**config.mk**
```make
export PLATFORM = sky130hd
export DESIGN_NAME = fp_conv_arbiter
export DESIGN_NICKNAME = d
export VERILOG_FILES = /design/src/rtl/fp_conv_arbiter.sv
export SDC_FILE = /design/constraint.sdc
export NUM_CORES = 1
export LEC_CHECK = 0
export CAP_MARGIN = 20
export CORE_MARGIN = 2
export CORE_UTILIZATION = 35
export CTS_CLUSTER_SIZE = 16
export DETAILED_ROUTE_END_ITERATION = 8
export PLACE_DENSITY = 0.69
export SYNTH_ARGS = -nofsm -noshare
export SYNTH_HDL_FRONTEND = slang
export SYNTH_SLANG_ARGS = --single-unit
```
**constraint.sdc**
```tcl
create_clock -name clk -period 9.4 [get_ports clk]
set_input_delay 1.88 -clock clk [delete_from_list [all_inputs] [get_ports clk]]
set_output_delay 1.88 -clock clk [all_outputs]
set_load 0.02 [all_outputs]
```
**src/rtl/fp_conv_arbiter.sv**
```systemverilog
// Purpose: round-robin share of one fixed-latency conversion unit among NREQ requesters.
// Latency: accept to resp_valid is LAT+1 cycles; req_ready is combinational from req_valid.
// Backpressure: a requester is not granted again until its held result is consumed via resp_ready.
//
// Ports:
//   clk, rst                 clock and asynchronous active-high reset
//   req_valid/ready/data     per-requester operand handshake (slice i = [i*WIDTH +: WIDTH])
//   unit_valid/operand       issue to the shared unit
//   unit_result              unit output, valid LAT cycles after the matching unit_valid
//   resp_valid/ready/data    per-requester held result (same slicing as req_data)
//   busy                     any requester has an operation in flight or held
module fp_conv_arbiter #(
  parameter int NREQ  = 4,
  parameter int WIDTH = 32,
  parameter int LAT   = 2
) (
  input  logic                    clk,
  input  logic                    rst,
  input  logic [NREQ-1:0]         req_valid,
  output logic [NREQ-1:0]         req_ready,
  input  logic [NREQ*WIDTH-1:0]   req_data,
  output logic                    unit_valid,
  output logic [WIDTH-1:0]        unit_operand,
  input  logic [WIDTH-1:0]        unit_result,
  output logic [NREQ-1:0]         resp_valid,
  input  logic [NREQ-1:0]         resp_ready,
  output logic [NREQ*WIDTH-1:0]   resp_data,
  output logic                    busy
);

  localparam int IW = $clog2(NREQ);

  logic [NREQ-1:0] pending;
  logic [NREQ-1:0] eligible;
  logic [NREQ-1:0] grant;
  logic [IW-1:0]   rr_ptr;
  logic [IW-1:0]   gnt_idx;
  logic [IW:0]     cand;
  logic [LAT-1:0]  tag_vld;
  logic [IW-1:0]   tag_idx [LAT];

  // Gating with rst keeps req_ready/unit_valid low while reset is held,
  // even if requesters are already presenting operands.
  assign eligible = req_valid & ~pending & {NREQ{~rst}};

  // Search starts at rr_ptr and wraps; the first eligible candidate wins.
  always_comb begin
    grant   = '0;
    gnt_idx = '0;
    cand    = '0;
    for (int k = 0; k < NREQ; k++) begin
      cand = {1'b0, rr_ptr} + (IW+1)'(k);
      if (cand >= (IW+1)'(NREQ)) begin
        cand = cand - (IW+1)'(NREQ);
      end
      if (grant == '0 && eligible[cand[IW-1:0]]) begin
        grant[cand[IW-1:0]] = 1'b1;
        gnt_idx             = cand[IW-1:0];
      end
    end
  end

  assign req_ready  = grant;
  assign unit_valid = |grant;
  assign busy       = |pending;

  always_comb begin
    unit_operand = '0;
    for (int i = 0; i < NREQ; i++) begin
      if (grant[i]) begin
        unit_operand = req_data[i*WIDTH +: WIDTH];
      end
    end
  end

  always_ff @(posedge clk or posedge rst) begin
    if (rst) begin
      pending    <= '0;
      rr_ptr     <= '0;
      tag_vld    <= '0;
      for (int k = 0; k < LAT; k++) begin
        tag_idx[k] <= '0;
      end
      resp_valid <= '0;
      resp_data  <= '0;
    end else begin
      // A granted requester was idle, so it holds no response: set and clear
      // never target the same bit in one cycle.
      pending <= (pending | grant) & ~(resp_valid & resp_ready);

      if (unit_valid) begin
        rr_ptr <= (gnt_idx == IW'(NREQ-1)) ? '0 : gnt_idx + IW'(1);
      end

      // Tag pipeline mirrors the unit's fixed latency and never stalls.
      tag_vld[0] <= unit_valid;
      tag_idx[0] <= gnt_idx;
      for (int k = 1; k < LAT; k++) begin
        tag_vld[k] <= tag_vld[k-1];
        tag_idx[k] <= tag_idx[k-1];
      end

      // A capture can only target a requester with nothing held, so it never
      // collides with that requester's handshake.
      for (int i = 0; i < NREQ; i++) begin
        if (tag_vld[LAT-1] && tag_idx[LAT-1] == IW'(i)) begin
          resp_valid[i]               <= 1'b1;
          resp_data[i*WIDTH +: WIDTH] <= unit_result;
        end else if (resp_valid[i] && resp_ready[i]) begin
          resp_valid[i] <= 1'b0;
        end
      end
    end
  end

endmodule

```
==> results of run 1 <==
==> cell families after synthesis <==
family,synth area share (%)
buf+inv,3.43
mux,20.4
compound gates,14.0
flops,49.3
xor+xnor,0.120
simple gates,11.5
fa+ha+maj,1.20
==> report_power, final <==
part	leakage, nW	internal, mW	switching (mW)
sequential	1.69	0.933	0.180
clock	0.267	0.353	0.275
combinational	2.56	1.50	1.61
==> stage by stage <==
stage | utilization [%] | total power [mW]
5_1_grt | 56.5 | 5.11
2_1_floorplan | - | 2.87
3_3_place_gp | 53.7 | 4.24
6_report | 56.5 | 4.85
4_1_cts | 56.5 | 4.90
3_5_place_dp | 53.7 | 4.26
==> worst reg2reg max path, cell delays in order, from the launching register on <==
cell and delay [ns]:
dfrtp_1 0.77, inv_2 0.20, ha_1 0.46, or4b_4 0.57
a41oi_4 0.39, o221ai_2 0.27, a211oi_4 0.46, a31oi_4 0.13
buf_4 0.27, inv_2 0.59, nor2_1 0.08, a21oi_1 0.13
==> layer usage <==
layer  track usage (%)  vias up  share of wire (%)
li1                  -     2939                  -
met1              24.3     3022                 39
met2              37.4      292                 50
met3              6.13       27                8.5
met4              7.29        0                2.6
met5                 0        -                  0
==> registers in the layout, indices dropped and copies added (netlist names), named ones only <==
name and cells:
resp_data 128, pending 4, resp_valid 4, tag_idx 4, tag_vld 2, rr_ptr 1
==> final cells by class <==
class | count | area (um2) | share of cell area (%)
antenna | 1 | 2.50 | 0.0218
inverter | 11 | 46.3 | 0.402
timing repair buffer | 350 | 3480 | 30.2
clock buffer | 18 | 439 | 3.82
clock inverter | 14 | 126 | 1.10
tap | 270 | 338 | 2.94
multi-input combinational | 410 | 3470 | 30.2
sequential | 144 | 3600 | 31.3
==> cells in the final DEF (no fill, tap or decap), types with 5 or more instances in the layout <==
| cell | synthesis | final |
|---|---|---|
| a21oi_1 | 7 | 7 |
| o21ai_0 | 9 | 9 |
| buf_4 | 3 | 11 |
| nor2_1 | 38 | 38 |
| a211oi_2 | 20 | 20 |
| mux2_2 | 129 | 129 |
| nand2_1 | 10 | 10 |
| nor3_1 | 37 | 37 |
| nand3_1 | 38 | 37 |
| clkdlybuf4s50_1 | 0 | 339 |
| dfrtp_1 | 144 | 144 |
| inv_1 | 7 | 6 |
| a211oi_1 | 46 | 46 |
| inv_6 | 0 | 5 |
| clkbuf_16 | 0 | 17 |
| ha_1 | 7 | 7 |
==> final timing paths <==
check / startpoint / end / slack, ns
min: tag_vld[0]$_DFF_PP0_ / tag_vld[1]$_DFF_PP0_ / 0.35
min reg2reg: tag_vld[0]$_DFF_PP0_ / tag_vld[1]$_DFF_PP0_ / 0.35
max: req_valid[3] / unit_operand[30] / 1.34
max in group asynchronous: rst / resp_data[35]$_DFFE_PP0P_ / 6.27
min in group asynchronous: rst / resp_data[49]$_DFFE_PP0P_ / 2.12
max reg2reg: flip-flop / pending[2]$_DFF_PP0_ / 5.04
==> flow_summary.yaml, run 1 <==
outcome:
  run_status: "finished, final reports clean"
pwr:
  power_density_nw_per_um2: 422
  power_leakage_nw: 4.52
  vdd_ir_drop_max_mv: 0.373
finish:
  fraction_of_layout_instances_using_a_drive_strength_above_1_pct: 22.5
  num-fill-cells: 1797
  area_growth_pct: 57.4
  final_area_um2: 11500
  fin_nets: 1111
  fin_cells: 1218
clock_network:
  cts_hold_buffers: 0
  post-cts-setup-buffer-count: 0
  cts_buffer_depth: 2
  worstSkewPairLatency_ns: 0.41
  clock_sinks: 144
  cts_resized: 0
  clk_transition_reported_paths_ns: 0.06
  ctsHtreeMaxLevel: 4
  clock_tree_from_tritoncts: "done"
  root_cell_of_the_clock_tree: "clkbuf_16"
  numCtsBuffers: 17
place:
  place_congestion: 0.912
  place_area_um2: 10900
  dp.final_hpwl_mm: 18.1
  place_worst_setup_slack_ns: 1.34
  port_buffers: 339
  number_of_cells_after_detailed_placement: 1185
global_routing:
  grt_pass1_wl_mm: 36.0
  globalRouteTotalUtil_pct: 21.1
  vias_in_the_first_global_route: 6415
  grt-ovfl-total: 0
  antenna_found_initial: 1
  grt_max_degree: 67
synthesis:
  yosysTopAreaCell: "dfrtp_1"
  ys_ff_latch: 144
  yosys.cell_count.top_type: "dfrtp_1"
  synth.top_cell.area_share_pct: 49.3
  proportion_of_synthesized_flip_flops_having_asynchronous_set_or_reset_pct: 100
  ys_warn_count: 0
  synth.cells.most_frequent: "dfrtp_1 (144), mux2_2 (129), a211oi_1 (46)"
  syn-instance-count: 606
  synth_nets: 783
  yosysUniqueCellTypes: 68
  synth_top_flop_cell: "dfrtp_1"
  ys_top_cells_by_area: "dfrtp_1 (49%), mux2_2 (20%), a211oi_1 (4.7%), a211oi_2 (3.4%), nand3_1 (2.6%)"
  syn_area_um2: 7310
  synth_edf_count: 0
  synth-seq-area-share_pct: 49.3
  syn-mean-instance-area_um2: 12.1
critical_path:
  timing.critical_path.fanout_max: 34
  worst_path_largest_cell_delay_ns: 0.67
  cp.depth: 11
  cp.arrival_ns: 6.18
  cp_num_buf_inv: 4
  crit_family: "buffers and inverters"
  data_required_time_at_the_worst_endpoint_ns: 7.52
  setup.worst_path.start_class: "primary input"
  timing.setup.critical_path_class: "in2out"
  crit_path_cell_trace: "clkdlybuf4s50_1, or4bb_1, a41oi_4, o221ai_2, a211oi_4, a21boi_2, buf_4, inv_2, a211oi_1, a211oi_1, clkdlybuf4s50_1"
  end_kind: "primary output"
  rr_worst_depth: 11
  critical-path-slowest-cell: "clkdlybuf4s50_1"
drt:
  drt_iter0_drc: 207
  detail_route.first_pass.iterations: 4
  remaining_design_rule_violation_count: 0
  route.vias.total: 6280
  ant_nets: 0
  post_drt_via_cell_ratio: 5.16
  routedWlPerCell_um: 19.4
  detail_route.wirelength_mm: 23.7
floorplan:
  die-area_um2: 22000
  die-height_um: 148
  core_area_um2: 20400
  floorplan.initialDensity_pct: 35.9
  core.rowCount: 52
  chip_width_um: 148
  top_level_ports: 340
timing:
  post-route-min-period_ns: 8.06
  finalSetupViolations: 0
  fraction_of_the_cycle_the_final_worst_path_needs_pct: 85.8
  hold_slack_ns: 0.349
  rsz_0062_raised_after_global_routing: "false"
  hold_viol_final: 0
  worst_slack_ns: 1.34
  slew_violations: 0
  fmax_mhz: 124
  fin_tns_setup_ns: 0
  worst_slew_pin_slew_ns: 0.965
  final.setup_skew_ns: 0.0155
  max_slew_margin_pct: 35.6
worst_hold_path:
  min_path_cells: 0
  min-delay-path-class: "reg2reg"
run:
  maxCapViolations: 0
Power figures use the tool's default switching activity.
==> run 2, diff against run 1 <==
SLEW_MARGIN = 15   (was default)
==> results of run 2 <==
No change in the layout: final DEF, timing and power equal those of run 1.
==> run 3, diff against run 2 <==
SLEW_MARGIN = 0   (was 15)
==> results of run 3 <==
No change in the layout: final DEF, timing and power equal those of run 1.
